$ cat config.mk
export PLATFORM = sky130hd
export DESIGN_NAME = uart_tx_device
export DESIGN_NICKNAME = d
export VERILOG_FILES = /design/src/rtl/uart_tx_pkg.sv /design/src/rtl/uart_tx_fifo.sv /design/src/rtl/uart_tx_device.sv
export SDC_FILE = /design/constraint.sdc
export NUM_CORES = 1
export LEC_CHECK = 0
export BUFFER_PORTS_ARGS = -buffer_cell sky130_fd_sc_hd__buf_2
export CORE_MARGIN = 2
export CORE_UTILIZATION = 52
export CTS_CLUSTER_DIAMETER = 80
export DETAILED_ROUTE_END_ITERATION = 7
export PLACE_DENSITY = 0.82
export REMOVE_ABC_BUFFERS = 1
export SETUP_SLACK_MARGIN = 0.02
export SKIP_CTS_REPAIR_TIMING = 1
export SYNTH_ARGS = -nofsm -noshare
export SYNTH_HDL_FRONTEND = slang
export SYNTH_SLANG_ARGS = --single-unit
$ cat constraint.sdc
create_clock -name clk_i -period 3.05 [get_ports clk_i]
set_clock_uncertainty 0.05 [all_clocks]
set_input_delay 0.1525 -clock clk_i [delete_from_list [all_inputs] [get_ports clk_i]]
set_output_delay 0.1525 -clock clk_i [all_outputs]
set_load 0.005 [all_outputs]
$ cat src/rtl/uart_tx_pkg.sv
// Shared definitions for the memory-mapped UART transmitter: register map,
// CTRL field positions, FSM state encoding and the divisor clamp helper.
package uart_tx_pkg;

  // Register word offsets (addr_i[9:2]).
  localparam logic [7:0] TXDATA_OFFSET = 8'h00;
  localparam logic [7:0] STATUS_OFFSET = 8'h01;
  localparam logic [7:0] CTRL_OFFSET   = 8'h02;

  // CTRL field positions.
  localparam int CTRL_DIV_LSB    = 0;
  localparam int CTRL_DIV_W      = 16;
  localparam int CTRL_TX_EN_BIT  = 16;
  localparam int CTRL_IRQ_EN_BIT = 17;

  typedef enum logic [1:0] {
    IDLE,
    START,
    DATA,
    STOP
  } tx_state_e;

  // A divisor of zero would never let a bit end; treat it as one cycle per bit.
  function automatic logic [15:0] eff_div(input logic [15:0] div);
    return (div == 16'd0) ? 16'd1 : div;
  endfunction

endpackage

$ cat src/rtl/uart_tx_fifo.sv
// Synchronous byte FIFO with an extra pointer bit to tell full from empty.
// A push while full is dropped even when a pop happens in the same cycle.
module uart_tx_fifo #(
  parameter int Depth = 8,
  parameter int Width = 8
) (
  input  logic                     clk_i,
  input  logic                     rst_i,
  input  logic                     push_i,
  input  logic [Width-1:0]         wdata_i,
  input  logic                     pop_i,
  output logic [Width-1:0]         rdata_o,
  output logic                     full_o,
  output logic                     empty_o,
  output logic [$clog2(Depth):0]   level_o
);

  localparam int PtrW = $clog2(Depth);

  logic [PtrW:0]      wptr_q, wptr_d;
  logic [PtrW:0]      rptr_q, rptr_d;
  logic [Width-1:0]   mem_q [Depth];
  logic               do_push, do_pop;

  assign full_o  = (wptr_q[PtrW] != rptr_q[PtrW]) &&
                   (wptr_q[PtrW-1:0] == rptr_q[PtrW-1:0]);
  assign empty_o = (wptr_q == rptr_q);
  assign level_o = wptr_q - rptr_q;
  assign rdata_o = mem_q[rptr_q[PtrW-1:0]];

  // Qualify push/pop against the current occupancy and advance the pointers.
  always_comb begin
    // NOTE: every signal assigned here gets a value on every path first, so no latch is inferred.
    do_push = push_i & ~full_o;
    do_pop  = pop_i & ~empty_o;
    wptr_d  = wptr_q + {{PtrW{1'b0}}, do_push};
    rptr_d  = rptr_q + {{PtrW{1'b0}}, do_pop};
  end

  // Pointer registers; reset empties the FIFO.
  always_ff @(posedge clk_i or posedge rst_i) begin
    // NOTE: sequential state uses non-blocking assignments so every flop samples pre-edge values.
    if (rst_i) begin
      wptr_q <= '0;
      rptr_q <= '0;
    end else begin
      wptr_q <= wptr_d;
      rptr_q <= rptr_d;
    end
  end

  // Storage array write port.
  always_ff @(posedge clk_i) begin
    // NOTE: the storage has no reset; stale entries are unreachable once the pointers are cleared.
    if (do_push) mem_q[wptr_q[PtrW-1:0]] <= wdata_i;
  end

endmodule

$ cat src/rtl/uart_tx_device.sv
// Memory-mapped 8N1 UART transmitter on the simple-system device bus.
// Bus responses are registered one cycle after req_i; a baud FSM drains the
// TX FIFO onto tx_o and a registered level interrupt flags "all sent".
module uart_tx_device
  import uart_tx_pkg::*;
#(
  parameter int          FifoDepth    = 8,
  parameter logic [15:0] DefaultDiv   = 16'd16,
  parameter int          AddressWidth = 32,
  parameter int          DataWidth    = 32
) (
  input  logic                    clk_i,
  input  logic                    rst_i,
  input  logic                    req_i,
  input  logic                    we_i,
  input  logic [3:0]              be_i,
  input  logic [AddressWidth-1:0] addr_i,
  input  logic [DataWidth-1:0]    wdata_i,
  output logic                    rvalid_o,
  output logic [DataWidth-1:0]    rdata_o,
  output logic                    err_o,
  output logic                    tx_o,
  output logic                    irq_o
);

  localparam int LvlW = $clog2(FifoDepth) + 1;

  // Bus response and CTRL register.
  logic                 rvalid_q, rvalid_d;
  logic [DataWidth-1:0] rdata_q, rdata_d;
  logic                 err_q, err_d;
  logic [15:0]          div_q, div_d;
  logic                 tx_en_q, tx_en_d;
  logic                 irq_en_q, irq_en_d;
  logic                 irq_q, irq_d;

  // Transmit FSM and datapath.
  tx_state_e            state_q, state_d;
  logic [15:0]          timer_q, timer_d;
  logic [2:0]           idx_q, idx_d;
  logic [7:0]           shift_q, shift_d;
  logic [15:0]          reload;
  logic                 busy, tx_bit;

  // FIFO interface.
  logic                 push, pop;
  logic [7:0]           fifo_rdata;
  logic                 full, empty;
  logic [LvlW-1:0]      level;

  logic [7:0]           word_addr;
  logic [DataWidth-1:0] status_word, ctrl_word;
  logic                 unused_bits;

  assign word_addr   = addr_i[9:2];
  assign unused_bits = ^{addr_i[AddressWidth-1:10], addr_i[1:0],
                         wdata_i[DataWidth-1:18], be_i[3]};
  assign reload      = eff_div(div_q) - 16'd1;

  uart_tx_fifo #(
    .Depth (FifoDepth),
    .Width (8)
  ) u_fifo (
    .clk_i   (clk_i),
    .rst_i   (rst_i),
    .push_i  (push),
    .wdata_i (wdata_i[7:0]),
    .pop_i   (pop),
    .rdata_o (fifo_rdata),
    .full_o  (full),
    .empty_o (empty),
    .level_o (level)
  );

  // Assemble readable register images.
  always_comb begin
    status_word             = '0;
    status_word[2:0]        = {busy, empty, full};
    status_word[8 +: LvlW]  = level;
    ctrl_word                                     = '0;
    ctrl_word[CTRL_DIV_LSB +: CTRL_DIV_W]         = div_q;
    ctrl_word[CTRL_TX_EN_BIT]                     = tx_en_q;
    ctrl_word[CTRL_IRQ_EN_BIT]                    = irq_en_q;
  end

  // Decode a bus access: response data/error, CTRL updates, FIFO push.
  always_comb begin
    rvalid_d = req_i;
    rdata_d  = '0;
    err_d    = 1'b0;
    push     = 1'b0;
    div_d    = div_q;
    tx_en_d  = tx_en_q;
    irq_en_d = irq_en_q;
    if (req_i) begin
      case (word_addr)
        TXDATA_OFFSET: begin
          if (we_i && be_i[0]) begin
            if (full) err_d = 1'b1;
            else      push  = 1'b1;
          end
        end
        STATUS_OFFSET: begin
          if (!we_i) rdata_d = status_word;
        end
        CTRL_OFFSET: begin
          if (we_i) begin
            if (be_i[0]) div_d[7:0]  = wdata_i[7:0];
            if (be_i[1]) div_d[15:8] = wdata_i[15:8];
            if (be_i[2]) begin
              tx_en_d  = wdata_i[CTRL_TX_EN_BIT];
              irq_en_d = wdata_i[CTRL_IRQ_EN_BIT];
            end
          end else begin
            rdata_d = ctrl_word;
          end
        end
        default: err_d = 1'b1;
      endcase
    end
  end

  // Interrupt is asserted when enabled and everything has been shifted out.
  assign irq_d = irq_en_q & empty & ~busy;

  // Bus response, CTRL and interrupt registers.
  always_ff @(posedge clk_i or posedge rst_i) begin
    if (rst_i) begin
      rvalid_q <= 1'b0;
      rdata_q  <= '0;
      err_q    <= 1'b0;
      div_q    <= DefaultDiv;
      tx_en_q  <= 1'b0;
      irq_en_q <= 1'b0;
      irq_q    <= 1'b0;
    end else begin
      rvalid_q <= rvalid_d;
      rdata_q  <= rdata_d;
      err_q    <= err_d;
      div_q    <= div_d;
      tx_en_q  <= tx_en_d;
      irq_en_q <= irq_en_d;
      irq_q    <= irq_d;
    end
  end

  // FSM state register with bit timer, bit index and shift register.
  always_ff @(posedge clk_i or posedge rst_i) begin
    if (rst_i) begin
      state_q <= IDLE;
      timer_q <= '0;
      idx_q   <= '0;
      shift_q <= '0;
    end else begin
      state_q <= state_d;
      timer_q <= timer_d;
      idx_q   <= idx_d;
      shift_q <= shift_d;
    end
  end

  // Next-state logic; the divisor is sampled at every bit boundary.
  always_comb begin
    state_d = state_q;
    timer_d = timer_q;
    idx_d   = idx_q;
    shift_d = shift_q;
    pop     = 1'b0;
    case (state_q)
      IDLE: begin
        if (tx_en_q && !empty) begin
          state_d = START;
          pop     = 1'b1;
          shift_d = fifo_rdata;
          timer_d = reload;
        end
      end
      START: begin
        if (timer_q == 16'd0) begin
          state_d = DATA;
          idx_d   = 3'd0;
          timer_d = reload;
        end else begin
          timer_d = timer_q - 16'd1;
        end
      end
      DATA: begin
        if (timer_q == 16'd0) begin
          shift_d = {1'b0, shift_q[7:1]};
          idx_d   = idx_q + 3'd1;
          timer_d = reload;
          if (idx_q == 3'd7) state_d = STOP;
        end else begin
          timer_d = timer_q - 16'd1;
        end
      end
      STOP: begin
        if (timer_q == 16'd0) begin
          if (tx_en_q && !empty) begin
            state_d = START;
            pop     = 1'b1;
            shift_d = fifo_rdata;
            timer_d = reload;
          end else begin
            state_d = IDLE;
          end
        end else begin
          timer_d = timer_q - 16'd1;
        end
      end
    endcase
  end

  // Line level and busy flag decoded from the current state.
  always_comb begin
    busy   = (state_q != IDLE);
    tx_bit = 1'b1;
    case (state_q)
      START:   tx_bit = 1'b0;
      DATA:    tx_bit = shift_q[0];
      default: tx_bit = 1'b1;
    endcase
  end

  assign tx_o     = tx_bit;
  assign irq_o    = irq_q;
  assign rvalid_o = rvalid_q;
  assign rdata_o  = rdata_q;
  assign err_o    = err_q;

endmodule

# Word level (Yosys, flattened, before mapping)
# Memory sizes are Yosys's and may differ from the RTL's.
# Index checks and enable logic that the tools add are counted.
# totals
n_memories	1
mem_bits_rw	64
elab_cells	98
inputBits	72
latch_bits	0
reg_bits	90
mem_bits_ro	0
# op_classes
reduce_logical	19
order_cmp	0
n_eq_ne	14
shift	0
n_mul	0
muxes	37
div	0
add_sub_neg	6
n_bitwise	7
# mem_list
name	depth	width	rd	rd_ports_with_merged_regs	write_ports	line	text
u_fifo.mem_q	8	8	1	0	1	uart_tx_fifo.sv:22	logic [Width-1:0] mem_q [Depth];
# op_table
op	count
$mux W16	4
$pmux W16 S3	1
$mux W18	2
$pmux W18 S2	1
$logic_not A16 Y1	2
$sub A16 B1 Y16 const B	2
$mux W8	3
$pmux W8 S3	1
$mux W1	12
$mux W12	1
$reduce_and A4 Y1	3
$mux W2	5
$ne A2 B2 Y1 const B	5
$add A4 B1 Y4	2
$eq A8 B1 Y1 const B	1
$eq A8 B2 Y1 const B	1
$logic_not A8 Y1	1
$pmux W2 S4	1
$mux W3	2
$pmux W1 S2	3
$pmux W3 S2	1
$reduce_and A3 Y1	2
$reduce_and A5 Y1	1
$and A1 B1 Y1	4
other kinds (15)	22

# Logic depth before layout (Yosys ltp)
# Gate-level depths: netlist of the first run.
# logic_depth
word_depth	9
depth_mapped	11
mapped_depth_nobuf	9

# Modules after synthesis
# A second synthesis of the first run with hierarchy kept.
# unflattened
cells_unflattened	600
hier_area_um2	7121.8
# by_module_without_submodules
module	n_inst	seq_area_each_um2	cells_per_inst	area_per_inst_um2
uart_tx_device	1	1702.9	437	4159.0
uart_tx_fifo	1	2122.0	163	2962.8

# Worst setup path after synthesis of the first run
# Ideal clock, no wire load.
# synth_timing
kind	reg-to-reg
startpoint	reg u_fifo.rptr_q[1]
endpoint	mem u_fifo.mem_q[1][0], enable pin
setup_time_ns	0.383
setup_slack_ns	-0.136
t_required_ns	2.617
synth_period_minus_slack_ns	3.186
n_path_buf	2
t_arrival_ns	2.753
stages_incl_launch_ff	10
path_cell_list	dfrtp_1 -> clkbuf_1 -> clkbuf_1 -> inv_1 -> ha_1 -> nand3_1 -> nor2b_1 -> nor4_1 -> nand2_1 -> nor3_1
# synth_via
elab_chain_cells	9
elab_cells_between_ends	10
cone_classes	1 x eq/ne; 6 x mux; 2 x bitwise; 1 x reduce/logical
# synth_rtl
item	line	text
start, declared	uart_tx_fifo.sv:21	logic [PtrW:0] rptr_q, rptr_d;
start signal, assigned	uart_tx_fifo.sv:48	rptr_q <= rptr_d;
$eq A3 B3 Y1 *	uart_tx_fifo.sv:26	(wptr_q[PtrW-1:0] == rptr_q[PtrW-1:0]);
$logic_and A1 B1 Y1 *	uart_tx_fifo.sv:25	assign full_o = (wptr_q[PtrW] != rptr_q[PtrW]) &&
$mux W1	uart_tx_device.sv:99	if (full) err_d = 1'b1;
$mux W1	uart_tx_device.sv:98	if (we_i && be_i[0]) begin
$mux W1	uart_tx_device.sv:96	case (word_addr)
$mux W1	uart_tx_device.sv:95	if (req_i) begin
$and A1 B1 Y1 *	uart_tx_fifo.sv:34	do_push = push_i & ~full_o;
$mux W1 *	uart_tx_fifo.sv:55	if (do_push) mem_q[wptr_q[PtrW-1:0]] <= wdata_i;
$mux W1 (not written as such) *	uart_tx_fifo.sv:55	
end, declared	uart_tx_fifo.sv:22	
# Mark *: on every way between the ends. The rest lies on a longest branch, timed or not.

# Worst setup path after layout of the first run
# layout_timing
startpoint	reg div_q[4]
endpoint	reg timer_q[14]
# layout_via
elab_chain_cells	6
elab_cells_between_ends	7
cone_classes	1 x add/sub; 5 x mux; 1 x reduce/logical
# layout_rtl
item	line	text
start, declared	uart_tx_device.sv:32	logic [15:0] div_q, div_d;
start signal, assigned	uart_tx_device.sv:132	div_q <= DefaultDiv;
start signal, assigned	uart_tx_device.sv:140	div_q <= div_d;
$logic_not A16 Y1	uart_tx_pkg.sv:25	return (div == 16'd0) ? 16'd1 : div;
$mux W16 *	uart_tx_pkg.sv:25	
$sub A16 B1 Y16 *	uart_tx_device.sv:58	assign reload = eff_div(div_q) - 16'd1;
$mux W16	uart_tx_device.sv:171, uart_tx_device.sv:199	
$mux W16	uart_tx_device.sv:198	if (timer_q == 16'd0) begin
$pmux W16 S3 *	uart_tx_device.sv:169	case (state_q)
named net timer_d[14]	uart_tx_device.sv:39	logic [15:0] timer_q, timer_d;
end signal, assigned	uart_tx_device.sv:156	timer_q <= timer_d;
end, declared	uart_tx_device.sv:39	
# Mark *: on every way through the listed nets, which the timed path passes. The rest lies on a longest branch.
# A chain may end at the register's enable or synchronous reset.

==> flow_metrics.tcl, run 1 <==
set metrics [dict create \
    failed_checks "hold timing" \
    core_mm2 0.0133 \
    crit_type "flop to flop" \
    stdcell_count 871 \
    critPathLaunchType "flop" \
    diodes 0 \
    period_share_pct 92.9 \
    numCtsBuffers 17 \
    regArea_mm2 0.00382 \
    period_needed_ns 2.83 \
    cp_slowest_cell "dfstp_2" \
    cts_root_buf "clkbuf_16" \
    final_cell_mix "dfrtp_1, edfxtp_1, buf_2" \
    yosys.area.top_type "edfxtp_1" \
    clock_latency_ns 0.43 \
    netlist.area_leader.share_pct 26.9 \
    syn_area_mm2 0.00715 \
    combPwrFrac_pct 32.0 \
    grt_use_total_pct 23.6 \
    synthAdderAreaFrac_pct 3.08 \
    hold_depth 1 \
    die-width_um 121 \
    final_nets 771 \
    power_density_mw_per_mm2 764 \
    port-buffer-count 54 \
    path_cells "nor4_4 > a31oi_1 > ha_1 > nor3b_1 > nand4_1 > xor2_1 > a2111oi_0 > a21o_1" \
    cts_tree "done" \
    hold_viol_final 40 \
    drive_above_1_share_pct 24.5 \
    synthMuxAreaShare_pct 9.01 \
    final_common_cell "dfrtp_1" \
    p_int_mw 4.10 \
    yosys_warnings 0 \
    grt_pass1_vias 5146 \
    p_switching_mw 2.26 \
    synthDistinctLibCells 80 \
    synthToLayoutAreaGrowth_pct 16.4 \
    cp_max_fo 8 \
    cp.arrival_ns 3.15 \
    drv_slew 0 \
    seq_power_share_pct 37.2 \
    ys_async_sr_fraction_pct 54.3 \
    fmax_mhz 353 \
    dp_cells 827 \
    initial_utilization_pct 53.6 \
    synthCells 603 \
    synth_seq_cells 140 \
    grt-ovfl-total 0 \
    clk_pin_slew_ns 0.06 \
    holdPathEnd "u_fifo.mem_q[1][1]" \
    rows 42 \
    syn_avg_cell_area_um2 11.9 \
    grt_pass1_wl_mm 26.5 \
    clock_sinks 140 \
    status "finished, violations left" \
    power_frac_clock_pct 30.8 \
    vias 5250 \
    slowest_delay_ns 0.62 \
    die_area_mm2 0.0147 \
    ant_nets 0 \
    synthSimpleGateAreaFrac_pct 14.0 \
    wire_per_inst_um 19.4 \
    synth_edf_count 64 \
    rrSetupSlack_ns 0.22 \
    multi_input_area_mm2 0.00304 \
    drtIter0Drc 575 \
    chipHeight_um 121 \
    hold_class "primary input to flop" \
    crit-reg2reg-capture "timer_q[14]" \
    reg2reg_from "div_q[4]" \
    worstRegToRegCells 8 \
    drtPass1Iterations 5 \
    p_leak_nw 3.57 \
    cts_buffer_depth 2 \
    critical_path_required_ns 3.37 \
    whs_ns -0.0225 \
    endpoint_kind "flop" \
    yosys.area_share.xor_xnor_pct 2.69 \
    drc_errors 0 \
    synth_top_family_by_area "simple AND/OR/NAND/NOR gates" \
    cp_top_family "compound AO/OA/AOI/OAI gates" \
    startpoint "div_q[4]" \
    yosys-top-cells-area "edfxtp_1, dfrtp_1, mux4_2, mux2_2, ha_1" \
    ys.flop_type "dfrtp_1" \
    drv_cap 0 \
    gp_congestion 0.935 \
    fill_cells 984 \
    ys_seq_area_share_pct 53.5 \
    antenna_found_initial 0 \
    vias_per_cell 6.03 \
    rsz0062_at_grt "false" \
    grt_max_degree 40 \
    synth_compound_area_share_pct 13.0 \
    setup_viol 0 \
    ctsHtreeMaxLevel 4 \
    sw_frac_of_total_pct 35.6 \
    wl_mm 16.9 \
    maxSlewHeadroom_pct 44.5 \
    tightest_slew_ns 0.831 \
    top_level_ports 108 \
    vdd_drop_max_mv 0.545 \
    hold_path_startpoint "wdata_i[1]" \
    dp_hpwl_mm 11.5 \
    cp_num_buf_inv 0 \
]
-- power groups by stage --
| stage | combinational, mW | clock (mW) | sequential (mW) |
|---|---|---|---|
| final | 2.04 | 1.96 | 2.37 |
| after global routing | 2.22 | 2.04 | 2.39 |
| after CTS | 1.99 | 1.97 | 2.36 |
| after detailed placement | 1.97 | 0 | 2.39 |
| after global placement | 1.90 | 0 | 2.38 |
| after floorplan | 1.45 | 0 | 2.34 |
-- Yosys cell counts (6+ instances only) --
library cell / instances
and2_1: 12
nor4_1: 7
edfxtp_1: 64
xnor2_1: 10
buf_4: 17
o21ai_1: 11
mux2_2: 18
ha_1: 16
mux4_2: 16
mux2i_1: 7
nand2_1: 48
a22o_1: 6
o22ai_1: 9
dfrtp_1: 75
inv_1: 19
buf_2: 9
nor3_1: 14
clkbuf_1: 18
nand3_1: 10
o21ai_0: 15
nor2_1: 37
a21oi_1: 39
a22oi_1: 9
xor2_1: 12
-- stage by stage --
step	area [µm²]	utilization [%]	total power [mW]	TNS (ns)	worst slack (ns)
floorplan	6940	-	3.79	-0.234	-0.148
global route	8330	62.4	6.65	0	0.0352
global placement	7650	57.3	4.29	0	0.292
CTS	8210	61.5	6.33	0	0.274
detailed placement	7650	57.3	4.36	0	0.310
finish	8330	62.4	6.37	0	0.218
-- per-layer routing --
metal / wire length, µm / track usage, % / part of all wire [%] / vias to the layer above
met3: 1100 / 4.04 / 6.5 / 41
li1: - / - / - / 2395
met4: 436 / 9.63 / 2.6 / 0
met1: 7030 / 31.3 / 42 / 2579
met5: 0 / 0 / 0 / -
met2: 8330 / 38.7 / 49 / 235
-- kinds of logic (layout without fill, tap and decap cells) --
family	count (synthesis)	in the layout
buffers and inverters	67	146
AND/OR/NAND/NOR	176	176
XOR/XNOR	22	22
flip-flops	140	140
other	1	14
multiplexers	42	42
AO/OA/AOI/OAI	138	138
adder cells (fa/ha/maj)	17	17
-- flip-flops by register name (all words and copies together) (netlist names) --
register,flops
shift_q,8
timer_q,16
div_q,16
rdata_o,18
u_fifo.mem_q,64
err_o,1
idx_q,3
irq_en_q,1
tx_en_q,1
u_fifo.rptr_q,4
u_fifo.wptr_q,4
state_q,2
rvalid_o,1
irq_o,1
-- how the worst max path moves through the flow --
stage	endpoint	slack [ns]	cells past startpoint
floorplan	u_fifo.rptr_q[2]	-0.15	7
global placement	timer_q[14]	0.29	8
detailed placement	timer_q[14]	0.31	8
CTS	timer_q[14]	0.27	8
global route	timer_q[6]	0.04	8
finish	timer_q[14]	0.22	8
-- cell type report --
class | instances | share of cell area [%]
Sequential cell | 140 | 45.9
Inverter | 20 | 0.902
Clock inverter | 12 | 1.34
Tap cell | 176 | 2.64
Timing Repair Buffer | 94 | 7.36
Clock buffer | 20 | 5.36
Multi-Input combinational cell | 409 | 36.5
No activity file was read; power rests on OpenSTA's default activity.
==> run 2, diff against run 1 <==
- CORE_MARGIN: 2 -> 3
- RECOVER_POWER: default -> 50
==> run 2 against run 1 <==
Largest power group unchanged. Wire length grew 1.7%. Final cell count unchanged. Clock power increased by 3%. Utilization hardly changed. The flow finishes with violations (capacitance limit, slew limit). Non-clock buffer count stayed put. Register-to-register slack hardly changed. Sequential power about the same. Clock-buffer cell count decreased by 3.
==> flow_metrics.tcl, run 2 (synthesized netlist as in run 1, its figures left out) <==
set metrics [dict create \
    status "finished, violations left" \
    failed_checks "capacitance limit, slew limit" \
    drive_above_1_share_pct 21.9 \
    tightest_slew_ns 1.82 \
    rows 42 \
    hold_class "primary input to flop" \
    die-width_um 123 \
    power_density_mw_per_mm2 773 \
    diodes 0 \
    largest_register_ffs 64 \
    crit-reg2reg-capture "timer_q[14]" \
    clock_sinks 140 \
    dp_hpwl_mm 11.5 \
    hold_depth 3 \
    grt_pass1_vias 5255 \
    grt-ovfl-total 0 \
    vdd_drop_max_mv 0.495 \
    fmax_mhz 352 \
    drtPass1Iterations 7 \
    final_cell_mix "dfrtp_1, edfxtp_1, nand2_1" \
    endpoint_kind "flop" \
    final_nets 771 \
    drv_slew 74 \
    critical_path_required_ns 3.36 \
    die_area_mm2 0.0152 \
    cts_root_buf "clkbuf_16" \
    stdcell_count 871 \
    worstRegToRegCells 9 \
    ctsHtreeMaxLevel 4 \
    cp.arrival_ns 3.16 \
    port-buffer-count 54 \
    rrSetupSlack_ns 0.21 \
    p_leak_nw 3.52 \
    grt_pass1_wl_mm 27.1 \
    crit_type "flop to flop" \
    chipHeight_um 123 \
    rsz0062_at_grt "false" \
    final_common_cell "dfrtp_1" \
    drtIter0Drc 615 \
    wire_per_inst_um 19.7 \
    period_share_pct 93.2 \
    period_needed_ns 2.84 \
    hold_path_startpoint "be_i[2]" \
    cp_max_fo 8 \
    numCtsBuffers 17 \
    core_mm2 0.0133 \
    top_level_ports 108 \
    dp_cells 823 \
    vias_per_cell 6.15 \
    synthToLayoutAreaGrowth_pct 16.4 \
    initial_utilization_pct 53.6 \
    cts_tree "done" \
    drv_cap 1 \
    setup_viol 0 \
    grt_max_degree 74 \
    wl_mm 17.2 \
    critPathLaunchType "flop" \
    setup_slack_ns 0.206 \
    fill_cells 982 \
    place_ws_ns 0.184 \
    gp_congestion 0.971 \
    grt_use_total_pct 23.3 \
    ant_nets 0 \
    maxSlewHeadroom_pct -21.3 \
    reg2reg_from "div_q[9]" \
    vias 5361 \
    hold_viol_final 0 \
    clock_latency_ns 0.43 \
    holdPathEnd "irq_en_q" \
    antenna_found_initial 0 \
    drc_errors 0 \
    cts_buffer_depth 2 \
    clk_pin_slew_ns 0.06 \
]
==> run 2: cell count changes in the layout (fill, tap and decap cells not counted), sizes merged <==
cell,previous run,this run
clkbuf,20,35
buf,82,60
clkinv,6,4
dlygate4sd3,12,16
clkinvlp,2,1
inv,23,29
==> run 2: layout make-up <==
cell class	count	area, µm²	area share (%)
tap	176	220	2.65
inverter	20	75.1	0.902
multi-input combinational	409	3040	36.5
timing repair buffer	94	587	7.05
clock inverter	15	153	1.83
sequential	140	3820	45.9
clock buffer	17	425	5.11
==> run 2: worst max path at each step <==
stage                                start               end  slack [ns]  cells past startpoint
after CTS                         div_q[4]       timer_q[14]        0.16                      8
after detailed placement          div_q[4]       timer_q[14]        0.18                      8
after global placement            div_q[4]       timer_q[14]        0.29                      8
after floorplan           u_fifo.rptr_q[0]  u_fifo.rptr_q[2]       -0.15                      7
after global routing              div_q[9]       timer_q[14]        0.07                      9
final                             div_q[9]       timer_q[14]        0.21                      9
==> run 2: worst max-delay path, cell delays in order, from the launching register on <==
cell and delay (ns):
dfrtp_1 0.47, or4_4 0.59, nor2_2 0.18, a31oi_1 0.16, ha_1 0.26, nor3b_2 0.20, nand4_1 0.12, xor2_1 0.13
a2111oi_0 0.50, a21o_1 0.13
==> run 2: report_power, final <==
| group | internal [mW] | switching (mW) | total (mW) | leakage [nW] |
|---|---|---|---|---|
| clock network | 1.15 | 0.866 | 2.02 | 0.287 |
| registers | 2.14 | 0.227 | 2.37 | 1.60 |
| logic | 0.805 | 1.24 | 2.05 | 1.64 |
==> run 2: metrics by stage <==
| stage | util, % | hold WS, ns | power [mW] | setup TNS, ns | area [µm²] |
|---|---|---|---|---|---|
| global route | 62.4 | 0.0848 | 6.75 | 0 | 8330 |
| CTS | 61.4 | -0.469 | 6.38 | 0 | 8200 |
| detailed placement | 57.1 | -0.0219 | 4.38 | 0 | 7620 |
| finish | 62.4 | 0.0720 | 6.43 | 0 | 8330 |
| floorplan | - | 0.134 | 3.79 | -0.234 | 6940 |
| global placement | 57.1 | -0.0219 | 4.25 | 0 | 7620 |
==> run 2: per-layer routing <==
metal  part of all wire [%]  wire [µm]  track usage, %
met5                      0          0               0
met4                    2.2        376            9.20
met3                    8.3       1430            4.94
met2                     50       8640            38.0
met1                     39       6740            30.7
==> run 3, diff against run 2 <==
- CORE_UTILIZATION: 52 -> 57
- PLACE_DENSITY: 0.82 -> 0.85
- clock period: 3.05 -> 3 ns (I/O delays scaled with it)
==> run 3 against run 2 <==
The run still ends with capacitance limit, slew limit left. Non-clock buffer count up 3. Wire length up 3.5%. Flip-flop and latch count unchanged.
==> flow_metrics.tcl, run 3 (synthesized netlist as in run 1, its figures left out) <==
set metrics [dict create \
    chipHeight_um 118 \
    period_needed_ns 2.82 \
    cts_root_buf "clkbuf_16" \
    initial_utilization_pct 58.8 \
    hold_class "primary input to flop" \
    final_nets 774 \
    diodes 0 \
    cp_top_family "simple AND/OR/NAND/NOR gates" \
    drv_slew 32 \
    period_share_pct 93.9 \
    grt_use_total_pct 26.3 \
    vias_per_cell 6.18 \
    wl_mm 17.8 \
    slowest_delay_ns 0.45 \
    cp_max_fo 8 \
    maxSlewHeadroom_pct -14.8 \
    power_density_mw_per_mm2 782 \
    worstRegToRegCells 9 \
    final_cell_mix "dfrtp_1, edfxtp_1, nand2_1" \
    ant_nets 0 \
    die-width_um 118 \
    cts_buffer_depth 2 \
    gp_congestion 0.950 \
    holdPathEnd "u_fifo.mem_q[5][7]" \
    drive_above_1_share_pct 21.8 \
    rrSetupSlack_ns 0.18 \
    ctsHtreeMaxLevel 4 \
    crit-reg2reg-capture "u_fifo.rptr_q[2]" \
    die_area_mm2 0.0139 \
    drtPass1Iterations 5 \
    drtIter0Drc 574 \
    critical_path_required_ns 3.28 \
    finalSetupTns_ns 0 \
    tightest_slew_ns 1.72 \
    critical_path.most_common_cell "ha_1" \
    cp.arrival_ns 3.10 \
    vdd_drop_max_mv 0.586 \
    largest_register_ffs 64 \
    status "finished, violations left" \
    critPathLaunchType "flop" \
    p_leak_nw 3.51 \
    whs_ns 0.0751 \
    dp_hpwl_mm 12.0 \
    setup_viol 0 \
    path_cells "inv_1 > ha_1 > nor4b_4 > and4_1 > a21oi_1 > nor3_1 > ha_1 > ha_1 > xor2_1" \
    rsz0062_at_grt "false" \
    antenna_found_initial 0 \
    hold_path_startpoint "wdata_i[7]" \
    grt_max_degree 33 \
    final_common_cell "dfrtp_1" \
    numCtsBuffers 17 \
    fmax_mhz 355 \
    cts_tree "done" \
    clock_latency_ns 0.43 \
    wire_per_inst_um 20.6 \
    grt-ovfl-total 0 \
    drv_cap 1 \
    clock_sinks 140 \
    port-buffer-count 54 \
    grt_pass1_wl_mm 28.7 \
    endpoint_kind "flop" \
    grt_pass1_vias 5437 \
    vias 5344 \
    crit_type "flop to flop" \
    clk_pin_slew_ns 0.06 \
    rows 40 \
    core_mm2 0.0122 \
    failed_checks "capacitance limit, slew limit" \
    synthToLayoutAreaGrowth_pct 16.1 \
    drc_errors 0 \
    reg2reg_from "timer_q[0]" \
    cp_num_buf_inv 1 \
    cp_slowest_cell "nor4b_4" \
    hold_viol_final 0 \
    hold_depth 1 \
    finalPower_mw 6.49 \
    top_level_ports 108 \
]
[run 3: through the flow]
stage | instance area (µm²) | util (%) | std cells | setup WS [ns]
final | 8310 | 68.3 | 865 | 0.184
after CTS | 8180 | 67.2 | 850 | 0.155
after floorplan | 6940 | - | 569 | -0.198
after detailed placement | 7630 | 62.7 | 819 | 0.209
after global placement | 7630 | 62.7 | 819 | 0.295
after global routing | 8310 | 68.3 | 865 | 0.0361
[run 3: how the worst max path moves through the flow]
stage | start | to | slack, ns | depth (start not counted)
final | timer_q[0] | u_fifo.rptr_q[2] | 0.18 | 9
after global routing | div_q[12] | timer_q[14] | 0.04 | 9
after CTS | u_fifo.rptr_q[2] | u_fifo.mem_q[1][4] | 0.16 | 8
after detailed placement | u_fifo.rptr_q[2] | u_fifo.mem_q[0][6] | 0.21 | 8
after global placement | div_q[4] | timer_q[14] | 0.29 | 8
after floorplan | u_fifo.rptr_q[0] | u_fifo.rptr_q[2] | -0.20 | 7
[run 3: area by class of cell]
type	instances	area [µm²]
tap	168	210
multi-input combinational	409	3050
sequential	140	3820
timing repair buffer	97	599
clock buffer	17	425
clock inverter	14	125
inverter	20	75.1
fill	859	3850
[run 3: power by group]
part / switching [mW] / leakage [nW] / total, mW / internal [mW]
Clock: 0.895 / 0.272 / 1.98 / 1.09
Combinational: 1.28 / 1.64 / 2.09 / 0.810
Sequential: 0.240 / 1.60 / 2.42 / 2.18
Total: 2.42 / 3.51 / 6.49 / 4.07
[run 3: per-layer routing]
layer	up-vias	part of all wire (%)	global-route usage, %
met5	-	0	0
met4	0	2.9	10.9
met3	48	6.0	5.62
met2	239	51	44.2
met1	2654	40	33.3
li1	2403	-	-
